===== src/rtl/alu_mdu.sv =====
// ALU plus iterative multiply/divide unit with a valid/ready handshake on both sides.
// Define ALU_MDU_DIV_EN to build the divider; without it the divide opcodes report illegal.
//
// state   | meaning
// --------+---------------------------------------------------------------
// IDLE    | no result pending, ready for a request
// MUL     | shift-add multiply, one multiplier bit per cycle
// DIV     | restoring divide on magnitudes (ALU_MDU_DIV_EN builds only)
// DONE    | result valid, held until out_ready
module alu_mdu #(
    parameter int WIDTH  = 32,
    parameter int ALUC_W = 5
) (
    input  logic              clk,
    input  logic              rst,
    input  logic              in_valid,
    output logic              in_ready,
    input  logic [ALUC_W-1:0] aluc,
    input  logic [WIDTH-1:0]  num1,
    input  logic [WIDTH-1:0]  num2,
    output logic              out_valid,
    input  logic              out_ready,
    output logic [WIDTH-1:0]  result,
    output logic              illegal
);

    localparam int SH_W  = $clog2(WIDTH);
    localparam int CNT_W = $clog2(WIDTH);

    localparam logic [ALUC_W-1:0] OP_ADD      = ALUC_W'(0);
    localparam logic [ALUC_W-1:0] OP_SUB      = ALUC_W'(1);
    localparam logic [ALUC_W-1:0] OP_SLL      = ALUC_W'(2);
    localparam logic [ALUC_W-1:0] OP_XOR      = ALUC_W'(3);
    localparam logic [ALUC_W-1:0] OP_SRL      = ALUC_W'(4);
    localparam logic [ALUC_W-1:0] OP_SRA      = ALUC_W'(5);
    localparam logic [ALUC_W-1:0] OP_OR       = ALUC_W'(6);
    localparam logic [ALUC_W-1:0] OP_AND      = ALUC_W'(7);
    localparam logic [ALUC_W-1:0] OP_EQ       = ALUC_W'(8);
    localparam logic [ALUC_W-1:0] OP_NE       = ALUC_W'(9);
    localparam logic [ALUC_W-1:0] OP_LT       = ALUC_W'(10);
    localparam logic [ALUC_W-1:0] OP_GE       = ALUC_W'(11);
    localparam logic [ALUC_W-1:0] OP_LTU      = ALUC_W'(12);
    localparam logic [ALUC_W-1:0] OP_GEU      = ALUC_W'(13);
    localparam logic [ALUC_W-1:0] OP_ADD_LUI  = ALUC_W'(14);
    localparam logic [ALUC_W-1:0] OP_ADD_JALR = ALUC_W'(15);
    localparam logic [ALUC_W-1:0] OP_MUL      = ALUC_W'(16);
    localparam logic [ALUC_W-1:0] OP_MULH     = ALUC_W'(17);
    localparam logic [ALUC_W-1:0] OP_MULHSU   = ALUC_W'(18);
    localparam logic [ALUC_W-1:0] OP_MULHU    = ALUC_W'(19);
`ifdef ALU_MDU_DIV_EN
    localparam logic [ALUC_W-1:0] OP_DIV      = ALUC_W'(20);
    localparam logic [ALUC_W-1:0] OP_DIVU     = ALUC_W'(21);
    localparam logic [ALUC_W-1:0] OP_REM      = ALUC_W'(22);
    localparam logic [ALUC_W-1:0] OP_REMU     = ALUC_W'(23);
`endif

    typedef enum logic [1:0] {
        ST_IDLE = 2'd0,
        ST_MUL  = 2'd1,
`ifdef ALU_MDU_DIV_EN
        ST_DIV  = 2'd3,
`endif
        ST_DONE = 2'd2
    } state_t;

    state_t             r_state;
    logic [CNT_W-1:0]   r_cnt;
    logic [WIDTH-1:0]   r_hi;
    logic [WIDTH-1:0]   r_lo;
    logic [WIDTH-1:0]   r_opd;
    logic               r_neg;
    logic               r_hi_sel;
    logic               r_out_valid;
    logic [WIDTH-1:0]   r_result;
    logic               r_illegal;

    logic               w_accept;
    logic [SH_W-1:0]    w_shamt;
    logic               w_sa_op;
    logic               w_sb_op;
    logic               w_sa;
    logic               w_sb;
    logic [WIDTH-1:0]   w_mag1;
    logic [WIDTH-1:0]   w_mag2;
    logic [WIDTH-1:0]   w_imm_res;
    logic               w_imm_ill;
    logic               w_go_mul;
    logic               w_go_div;
    logic [WIDTH-1:0]   w_sum;

    logic [WIDTH:0]     w_madd;
    logic [2*WIDTH-1:0] w_mul_prod;
    logic [2*WIDTH-1:0] w_mul_fix;
    logic [WIDTH-1:0]   w_mul_res;

    assign in_ready  = !rst && ((r_state == ST_IDLE) || ((r_state == ST_DONE) && out_ready));
    assign w_accept  = in_valid && in_ready;
    assign out_valid = r_out_valid;
    assign result    = r_result;
    assign illegal   = r_illegal;

    assign w_shamt = num2[SH_W-1:0];
    assign w_sum   = num1 + num2;

    always_comb begin
        w_sa_op = (aluc == OP_MULH) || (aluc == OP_MULHSU);
        w_sb_op = (aluc == OP_MULH);
`ifdef ALU_MDU_DIV_EN
        if ((aluc == OP_DIV) || (aluc == OP_REM)) begin
            w_sa_op = 1'b1;
            w_sb_op = 1'b1;
        end
`endif
    end

    assign w_sa   = w_sa_op && num1[WIDTH-1];
    assign w_sb   = w_sb_op && num2[WIDTH-1];
    assign w_mag1 = w_sa ? -num1 : num1;
    assign w_mag2 = w_sb ? -num2 : num2;

`ifdef ALU_MDU_DIV_EN
    logic               r_rem_sel;
    logic               r_rem_neg;
    logic               w_ovf;
    logic [WIDTH:0]     w_trial;
    logic [WIDTH:0]     w_diff;
    logic               w_fit;
    logic [WIDTH-1:0]   w_rem_next;
    logic [WIDTH-1:0]   w_quo_next;
    logic [WIDTH-1:0]   w_div_res;

    assign w_ovf      = (num1 == {1'b1, {(WIDTH-1){1'b0}}}) && (num2 == {WIDTH{1'b1}});
    assign w_trial    = {r_hi, r_lo[WIDTH-1]};
    assign w_diff     = w_trial - {1'b0, r_opd};
    assign w_fit      = ~w_diff[WIDTH];
    assign w_rem_next = w_fit ? w_diff[WIDTH-1:0] : w_trial[WIDTH-1:0];
    assign w_quo_next = {r_lo[WIDTH-2:0], w_fit};
    assign w_div_res  = r_rem_sel ? (r_rem_neg ? -w_rem_next : w_rem_next)
                                  : (r_neg ? -w_quo_next : w_quo_next);
`endif

    // One multiplier bit per cycle: add into the high half, shift the whole product right.
    assign w_madd     = {1'b0, r_hi} + (r_lo[0] ? {1'b0, r_opd} : {(WIDTH+1){1'b0}});
    assign w_mul_prod = {w_madd, r_lo[WIDTH-1:1]};
    assign w_mul_fix  = r_neg ? -w_mul_prod : w_mul_prod;
    assign w_mul_res  = r_hi_sel ? w_mul_fix[2*WIDTH-1:WIDTH] : w_mul_fix[WIDTH-1:0];

    always_comb begin
        w_imm_res = '0;
        w_imm_ill = 1'b0;
        w_go_mul  = 1'b0;
        w_go_div  = 1'b0;
        case (aluc)
            OP_ADD:      w_imm_res = w_sum;
            OP_SUB:      w_imm_res = num1 - num2;
            OP_SLL:      w_imm_res = num1 << w_shamt;
            OP_XOR:      w_imm_res = num1 ^ num2;
            OP_SRL:      w_imm_res = num1 >> w_shamt;
            OP_SRA:      w_imm_res = $signed(num1) >>> w_shamt;
            OP_OR:       w_imm_res = num1 | num2;
            OP_AND:      w_imm_res = num1 & num2;
            OP_EQ:       w_imm_res = {{(WIDTH-1){1'b0}}, (num1 == num2)};
            OP_NE:       w_imm_res = {{(WIDTH-1){1'b0}}, (num1 != num2)};
            OP_LT:       w_imm_res = {{(WIDTH-1){1'b0}}, ($signed(num1) < $signed(num2))};
            OP_GE:       w_imm_res = {{(WIDTH-1){1'b0}}, ($signed(num1) >= $signed(num2))};
            OP_LTU:      w_imm_res = {{(WIDTH-1){1'b0}}, (num1 < num2)};
            OP_GEU:      w_imm_res = {{(WIDTH-1){1'b0}}, (num1 >= num2)};
            OP_ADD_LUI:  w_imm_res = num2;
            OP_ADD_JALR: w_imm_res = {w_sum[WIDTH-1:1], 1'b0};
            OP_MUL, OP_MULH, OP_MULHSU, OP_MULHU: w_go_mul = 1'b1;
`ifdef ALU_MDU_DIV_EN
            // Zero divisor and signed overflow bypass the iteration entirely.
            OP_DIV, OP_REM: begin
                if (num2 == '0)
                    w_imm_res = (aluc == OP_DIV) ? {WIDTH{1'b1}} : num1;
                else if (w_ovf)
                    w_imm_res = (aluc == OP_DIV) ? num1 : '0;
                else
                    w_go_div = 1'b1;
            end
            OP_DIVU, OP_REMU: begin
                if (num2 == '0)
                    w_imm_res = (aluc == OP_DIVU) ? {WIDTH{1'b1}} : num1;
                else
                    w_go_div = 1'b1;
            end
`endif
            default:     w_imm_ill = 1'b1;
        endcase
    end

    always_ff @(posedge clk) begin
        if (rst) begin
            r_state     <= ST_IDLE;
            r_cnt       <= '0;
            r_hi        <= '0;
            r_lo        <= '0;
            r_opd       <= '0;
            r_neg       <= 1'b0;
            r_hi_sel    <= 1'b0;
            r_out_valid <= 1'b0;
            r_result    <= '0;
            r_illegal   <= 1'b0;
`ifdef ALU_MDU_DIV_EN
            r_rem_sel   <= 1'b0;
            r_rem_neg   <= 1'b0;
`endif
        end else begin
            case (r_state)
                ST_IDLE, ST_DONE: begin
                    if ((r_state == ST_DONE) && out_ready) begin
                        r_state     <= ST_IDLE;
                        r_out_valid <= 1'b0;
                    end
                    if (w_accept) begin
                        r_hi  <= '0;
                        r_neg <= w_sa ^ w_sb;
                        r_cnt <= CNT_W'(WIDTH-1);
                        if (w_go_mul) begin
                            r_state     <= ST_MUL;
                            r_out_valid <= 1'b0;
                            r_lo        <= w_mag2;
                            r_opd       <= w_mag1;
                            r_hi_sel    <= (aluc != OP_MUL);
                        end
`ifdef ALU_MDU_DIV_EN
                        else if (w_go_div) begin
                            r_state     <= ST_DIV;
                            r_out_valid <= 1'b0;
                            r_lo        <= w_mag1;
                            r_opd       <= w_mag2;
                            r_rem_sel   <= (aluc == OP_REM) || (aluc == OP_REMU);
                            r_rem_neg   <= w_sa;
                        end
`endif
                        else begin
                            r_state     <= ST_DONE;
                            r_out_valid <= 1'b1;
                            r_result    <= w_imm_res;
                            r_illegal   <= w_imm_ill;
                        end
                    end
                end
                ST_MUL: begin
                    r_hi <= w_mul_prod[2*WIDTH-1:WIDTH];
                    r_lo <= w_mul_prod[WIDTH-1:0];
                    if (r_cnt == '0) begin
                        r_state     <= ST_DONE;
                        r_out_valid <= 1'b1;
                        r_result    <= w_mul_res;
                        r_illegal   <= 1'b0;
                    end else begin
                        r_cnt <= r_cnt - 1'b1;
                    end
                end
`ifdef ALU_MDU_DIV_EN
                ST_DIV: begin
                    r_hi <= w_rem_next;
                    r_lo <= w_quo_next;
                    if (r_cnt == '0) begin
                        r_state     <= ST_DONE;
                        r_out_valid <= 1'b1;
                        r_result    <= w_div_res;
                        r_illegal   <= 1'b0;
                    end else begin
                        r_cnt <= r_cnt - 1'b1;
                    end
                end
`endif
                default: r_state <= ST_IDLE;
            endcase
        end
    end

endmodule


===== config.mk =====
export PLATFORM = sky130hd
export DESIGN_NAME = alu_mdu
export DESIGN_NICKNAME = d
export VERILOG_FILES = /design/src/rtl/alu_mdu.sv
export SDC_FILE = /design/constraint.sdc
export NUM_CORES = 1
export LEC_CHECK = 0
export CORE_ASPECT_RATIO = 0.7
export CORE_MARGIN = 10
export CORE_UTILIZATION = 47
export CTS_CLUSTER_SIZE = 14
export DETAILED_ROUTE_END_ITERATION = 7
export HOLD_SLACK_MARGIN = 0.1
export PLACE_DENSITY = 0.67
export SLEW_MARGIN = 25
export SYNTH_ARGS = -nofsm -noshare
export SYNTH_HDL_FRONTEND = slang
export SYNTH_SLANG_ARGS = --single-unit

===== constraint.sdc =====
create_clock -name clk -period 5.2 [get_ports clk]
set_input_delay 1.04 -clock clk [delete_from_list [all_inputs] [get_ports clk]]
set_output_delay 1.04 -clock clk [all_outputs]
set_load 0.05 [all_outputs]

# Word-level counts from Yosys, hierarchy flattened
# Index checks and enable logic that the tools add are counted.
totals:
  regBits: 139
  romBits: 0
  mem_bits_rw: 0
  mem_count: 0
  latch_bits: 0
op_classes:
  shifts: 3
  mux: 34
  multipliers: 0
  div: 0
  addsub: 7
  n_eq_ne: 30
  order_cmp: 4
  reduce_logical: 23
  bitwise_logic: 4
op_table:
  columns: ["op", "count"]
  rows:
  - ["$pmux W32 S16", 1]
  - ["$mux W32", 10]
  - ["$pmux W32 S2", 3]
  - ["$ge A32 B32 Y1", 2]
  - ["$lt A32 B32 Y1", 2]
  - ["$mux W64", 1]
  - ["$neg A32 Y32", 2]
  - ["$neg A64 Y64", 1]
  - ["$eq A5 B4 Y1 const B", 8]
  - ["$add A32 B32 Y33", 1]
  - ["$add A32 B32 Y32", 1]
  - ["$and A32 B32 Y32", 1]
  - ["$eq A32 B32 Y1", 1]
  - ["$ne A32 B32 Y1", 1]
  - ["$or A32 B32 Y32", 1]
  - ["$shl A32 B5 Y32", 1]
  - ["$shr A32 B5 Y32", 1]
  - ["$sshr A32 B5 Y32", 1]
  - ["$sub A32 B32 Y32", 1]
  - ["$xor A32 B32 Y32", 1]
  - ["$eq A5 B3 Y1 const B", 4]
  - ["$eq A5 B5 Y1 const B", 4]
  - ["$reduce_or A20 Y1", 1]
  - ["$reduce_and A3 Y1", 4]
  - ["other kinds (25)", 51]

# Depth between registers and ports, before layout
logic_depth:
  depth_word: 7
  depth_mapped: 17
  ltp_nobuf: 15

# Worst setup path after synthesis
# OpenSTA, ideal clock, no wires.
synth_path:
  path_kind: "input -> register"
  startpoint: "input num2[2]"
  endpoint: "register r_result[27] (netlist: result[27])"
  slack_ns: 0.500
  stages: 16
  t_arrival_ns: 4.576
  cell_sequence: "inv_2 buf_1 clkbuf_1 ha_1 clkbuf_1 nor3_1 a221oi_1 a211o_1 a211o_1 a311o_1 a211oi_1 nor2b_1 mux2i_1 o221ai_1 a221oi_1 a21oi_1"
synth_via:
  elab_chain_len: 5
synth_rtl:
  columns: ["item", "line", "rtl"]
  rows:
  - ["start, declared", "20", "input logic [WIDTH-1:0] num2,"]
  - ["$add A32 B32 Y32, or another cell as far along", "103", "assign w_sum = num1 + num2;"]
  - ["$pmux W32 S16 *", "153", "case (aluc)"]
  - ["$mux W32 *", "219", "if (w_go_mul) begin"]
  - ["$mux W32 *", "215", "if (w_accept) begin"]
  - ["$pmux W32 S2 *", "209", "case (r_state)"]
  - ["end signal, assigned", "239", "r_result <= w_imm_res;"]
  - ["end signal, assigned", "250", "r_result <= w_mul_res;"]
  - ["end, declared", "74", "logic [WIDTH-1:0] r_result;"]
# Every way passes the cells marked *; elsewhere a longest branch is shown, timed or not. The select of a mux whose other input is x is not followed.
# A chain may end at the register's enable or synchronous reset.

# Worst setup path in the final report
layout_path:
  startpoint: "register r_lo[0]"
  endpoint: "register r_result[29] (netlist: result[29])"
layout_via:
  elab_chain_len: 7
layout_rtl:
  columns: ["item", "line", "rtl"]
  rows:
  - ["start, declared", "69", "logic [WIDTH-1:0] r_lo;"]
  - ["start signal, assigned", "222", "r_lo <= w_mag2;"]
  - ["start signal, assigned", "246", "r_lo <= w_mul_prod[WIDTH-1:0];"]
  - ["$mux W32 *", "143", "assign w_madd = {1'b0, r_hi} + (r_lo[0] ? {1'b0, r_opd} : {(WIDTH+1){1'b0}});"]
  - ["$add A32 B32 Y33 *", "143", null]
  - ["$neg A64 Y64", "145", "assign w_mul_fix = r_neg ? -w_mul_prod : w_mul_prod;"]
  - ["$mux W64 *", "145", null]
  - ["$mux W32 *", "146", "assign w_mul_res = r_hi_sel ? w_mul_fix[2*WIDTH-1:WIDTH] : w_mul_fix[WIDTH-1:0];"]
  - ["$mux W32 *", "247", "if (r_cnt == '0) begin"]
  - ["$pmux W32 S2 *", "209", null]
# Marked as above.

==> metrics.cfg <==
[die]
core_area_sq_mm=0.0399
die_h_microns=189
die-area_sq_mm=0.0492
die_w_microns=261
io_pins=108
num_rows=61
initial_core_util=0.478

[detailed_routing]
dr.pass1.iters=6
wl_microns=93400
drcViolationCount=0
routedWlPerCell_microns=28.7
via_count=22900
final_antenna_net_count=0
drt_iter0_drc=3435
drt-vias-per-instance=7.02

[hold_path]
min_path_type=reg2reg
holdPathStages=2
min_from=illegal
min_to=illegal

[global_route]
use_met1=0.515
grt_use_total=0.363
grt_busiest_layer=met1
grt_pass1_vias=21000
antenna_found_initial=5
grt-ovfl-total=0
global_route.usage.met2=0.496
grt_pass1_wl_microns=137000
grt_max_degree=104
met3_usage=0.114

[yosys]
synth_compound_area_frac=0.304
synth_adder_area_share=0.0909
yosys-mux-area-fraction=0.0952
post-synth-top-count-cell=nor2_1
ys_seq_area_frac=0.146
syn_area_sq_mm=0.0191
synth_common_cells=nor2_1, a21oi_1, nand2_1
synth_cells=2640
ys.flop_type=dfxtp_1
synth_nets=2850
ys_ff_latch=139
synth.largest_area_cell=dfxtp_1
yosysWarnings=0
async_flop_share=0
synth_edf_count=0
synth_top_area_frac=0.146
synth-xor-area-share=0.0734
synthTopCellsByArea=dfxtp_1, ha_1, mux4_2
syn_avg_cell_area_sq_um=7.23
synth-simple-area-share=0.224
synth_top_family_by_area=compound AO/OA/AOI/OAI gates
yosysUniqueCellTypes=89

[critical_path]
worst_path_largest_cell_delay_ns=0.71
cpLargestDelayFamily=simple AND/OR/NAND/NOR gates
cp_max_fo=11
rrSetupSlack_ns=0.25
cp_slowest_cell=nor4_1
cp.arrival_ns=5.27
r2r-start=r_lo[0]
path_cells=and2_1 -> ha_1 -> fa_1 -> or4_4 -> nor2_1 -> nand3b_1 -> o41a_1 -> nor4_1 -> nand4_1 -> o41ai_1 -> xnor2_1 -> a32oi_1 -> a21oi_1
worstReg2RegEnd=result[29]
worstSetupStartpoint=r_lo[0]
crit_type=reg2reg
critPathLaunchType=register
required_ns=5.52
r2r_cells=13
end_kind=register
crit_buf_inv=0

[placed_design]
placed_area_sq_mm=0.0212
hpwl_microns=73000
routabilityCongestion=1.04
io_buffers=107

[power_and_ir_drop]
power.switching_mw=1.56
peakVddDrop_mv=0.241
p_clk_frac=0.306
power_leakage_nw=8.38
p_per_area_mw_per_mm2=178
p_sw_frac=0.402
intPower_mw=2.33
seqPwrFrac=0.291
p_comb_frac=0.404

[timing]
fmax_ghz=0.202
setup_viol=0
post-route-min-period_ns=4.95
relSlewSlack=0.201
period_share=0.953
hold_viol=0
finalMaxSlewViolations=0
fin_skew_ns=0.0121
rsz0062_at_grt=no
finalSetupTns_ns=0
tightest_slew_ns=1.18

[cts]
cts_tree=yes
cts_hold_buffers=0
clk_path_buf_depth=2
htreeDepth=4
ctsResizeCount=0
path_clk_slew_ns=0.06
postCtsSetupBuffers=0
cts.sinks=139
cts_made_buffers=17
insertion_delay_ns=0.44
clockRootBuffer=clkbuf_16

[layout]
layout.nets=2918
drive_above_1_share=0.112
fillers=3886
final_area_sq_mm=0.0218
areaGrowthSynthToFinish_pct=14.1

[job]
maxCapViolCount=0

[run_status]
outcome=completed

==> registers in the layout (all words and copies together), names as in the netlist <==
name	cells
r_lo	32
r_cnt	5
r_hi_sel	1
r_state	2
result	32
r_hi	32
r_neg	1
illegal	1
out_valid	1
r_opd	32
==> worst register-to-register path, delay by kind of cell (launching register included) <==
kind            cells  cell delay (ns)
fa+ha+maj           2             0.74
simple gates        6             2.26
compound gates      4             1.26
xor+xnor            1             0.15
flops               1             0.45
==> layer usage <==
layer / vias to the layer above / part of all wire
met5: - / 0.0017
met4: 8 / 0.039
met3: 201 / 0.14
met2: 1738 / 0.40
met1: 11000 / 0.42
li1: 9956 / -
==> placed cells by master, fill, tap and decap left out, drive strengths merged, types with 13 or more instances in the layout <==
| cell | count |
|---|---|
| nor2 | 299 |
| a21oi | 253 |
| nand2 | 213 |
| o21ai | 165 |
| buf | 162 |
| dfxtp | 139 |
| ha | 134 |
| xnor2 | 131 |
| inv | 107 |
| clkdlybuf4s50 | 102 |
| nand3 | 75 |
| a22oi | 61 |
| a211oi | 60 |
| mux4 | 58 |
| nor3 | 53 |
| and2 | 51 |
| a221oi | 41 |
| mux2i | 41 |
| o31ai | 35 |
| o211ai | 34 |
| a31oi | 33 |
| a21o | 31 |
| xor2 | 29 |
| or3 | 27 |
| nand4 | 26 |
| nor4 | 26 |
| o41ai | 22 |
| nand2b | 21 |
| or4 | 21 |
| clkbuf | 20 |
| and3 | 18 |
| nor2b | 18 |
| o21bai | 17 |
| o22ai | 13 |
| o221ai | 13 |
==> worst max-delay path by stage <==
stage,end,cells after the start,slack [ns]
2_1_floorplan,result[27],16,0.50
3_3_place_gp,result[0],18,0.18
3_5_place_dp,result[29],14,0.16
4_1_cts,result[28],14,0.33
5_1_grt,result[28],15,0.02
6_report,result[29],13,0.25
==> area by class of cell <==
type	instances	area (sq um)	area share
Multi-Input combinational cell	2180	15100	0.692
Sequential cell	139	2780	0.128
Timing Repair Buffer	264	2280	0.105
Tap cell	535	669	0.0307
Clock buffer	20	447	0.0205
Inverter	106	398	0.0183
Clock inverter	12	116	0.00534
Antenna cell	4	10.0	0.000459
==> metrics by stage <==
step                hold WS (ns)  setup WS, ns  utilization  instances  power, mW
global placement           0.447         0.177        0.531       3224       2.64
global route               0.469        0.0198        0.546       3256       4.01
detailed placement         0.449         0.159        0.531       3224       2.65
floorplan                  0.427         0.500            -       2640       2.05
CTS                        0.458         0.326        0.545       3256       3.82
finish                     0.458         0.245        0.546       3260       3.89
==> cells by family (layout without fill, tap and decap cells) <==
group           after synthesis  after routing
simple gates                889            889
compound gates              886            886
buf+inv                     321            402
xor+xnor                    160            160
flops                       139            139
fa+ha+maj                   137            137
mux                         108            108
other cells                   0              4
==> power groups by stage <==
stage                     Sequential [mW]  Combinational [mW]  Clock, mW
final                                1.13                1.57       1.19
after CTS                            1.13                1.50       1.19
after detailed placement             1.15                1.50          0
after global routing                 1.13                1.64       1.24
after global placement               1.15                1.49          0
after floorplan                      1.21               0.842          0
Note: power is estimated with default switching activity, not from simulation.
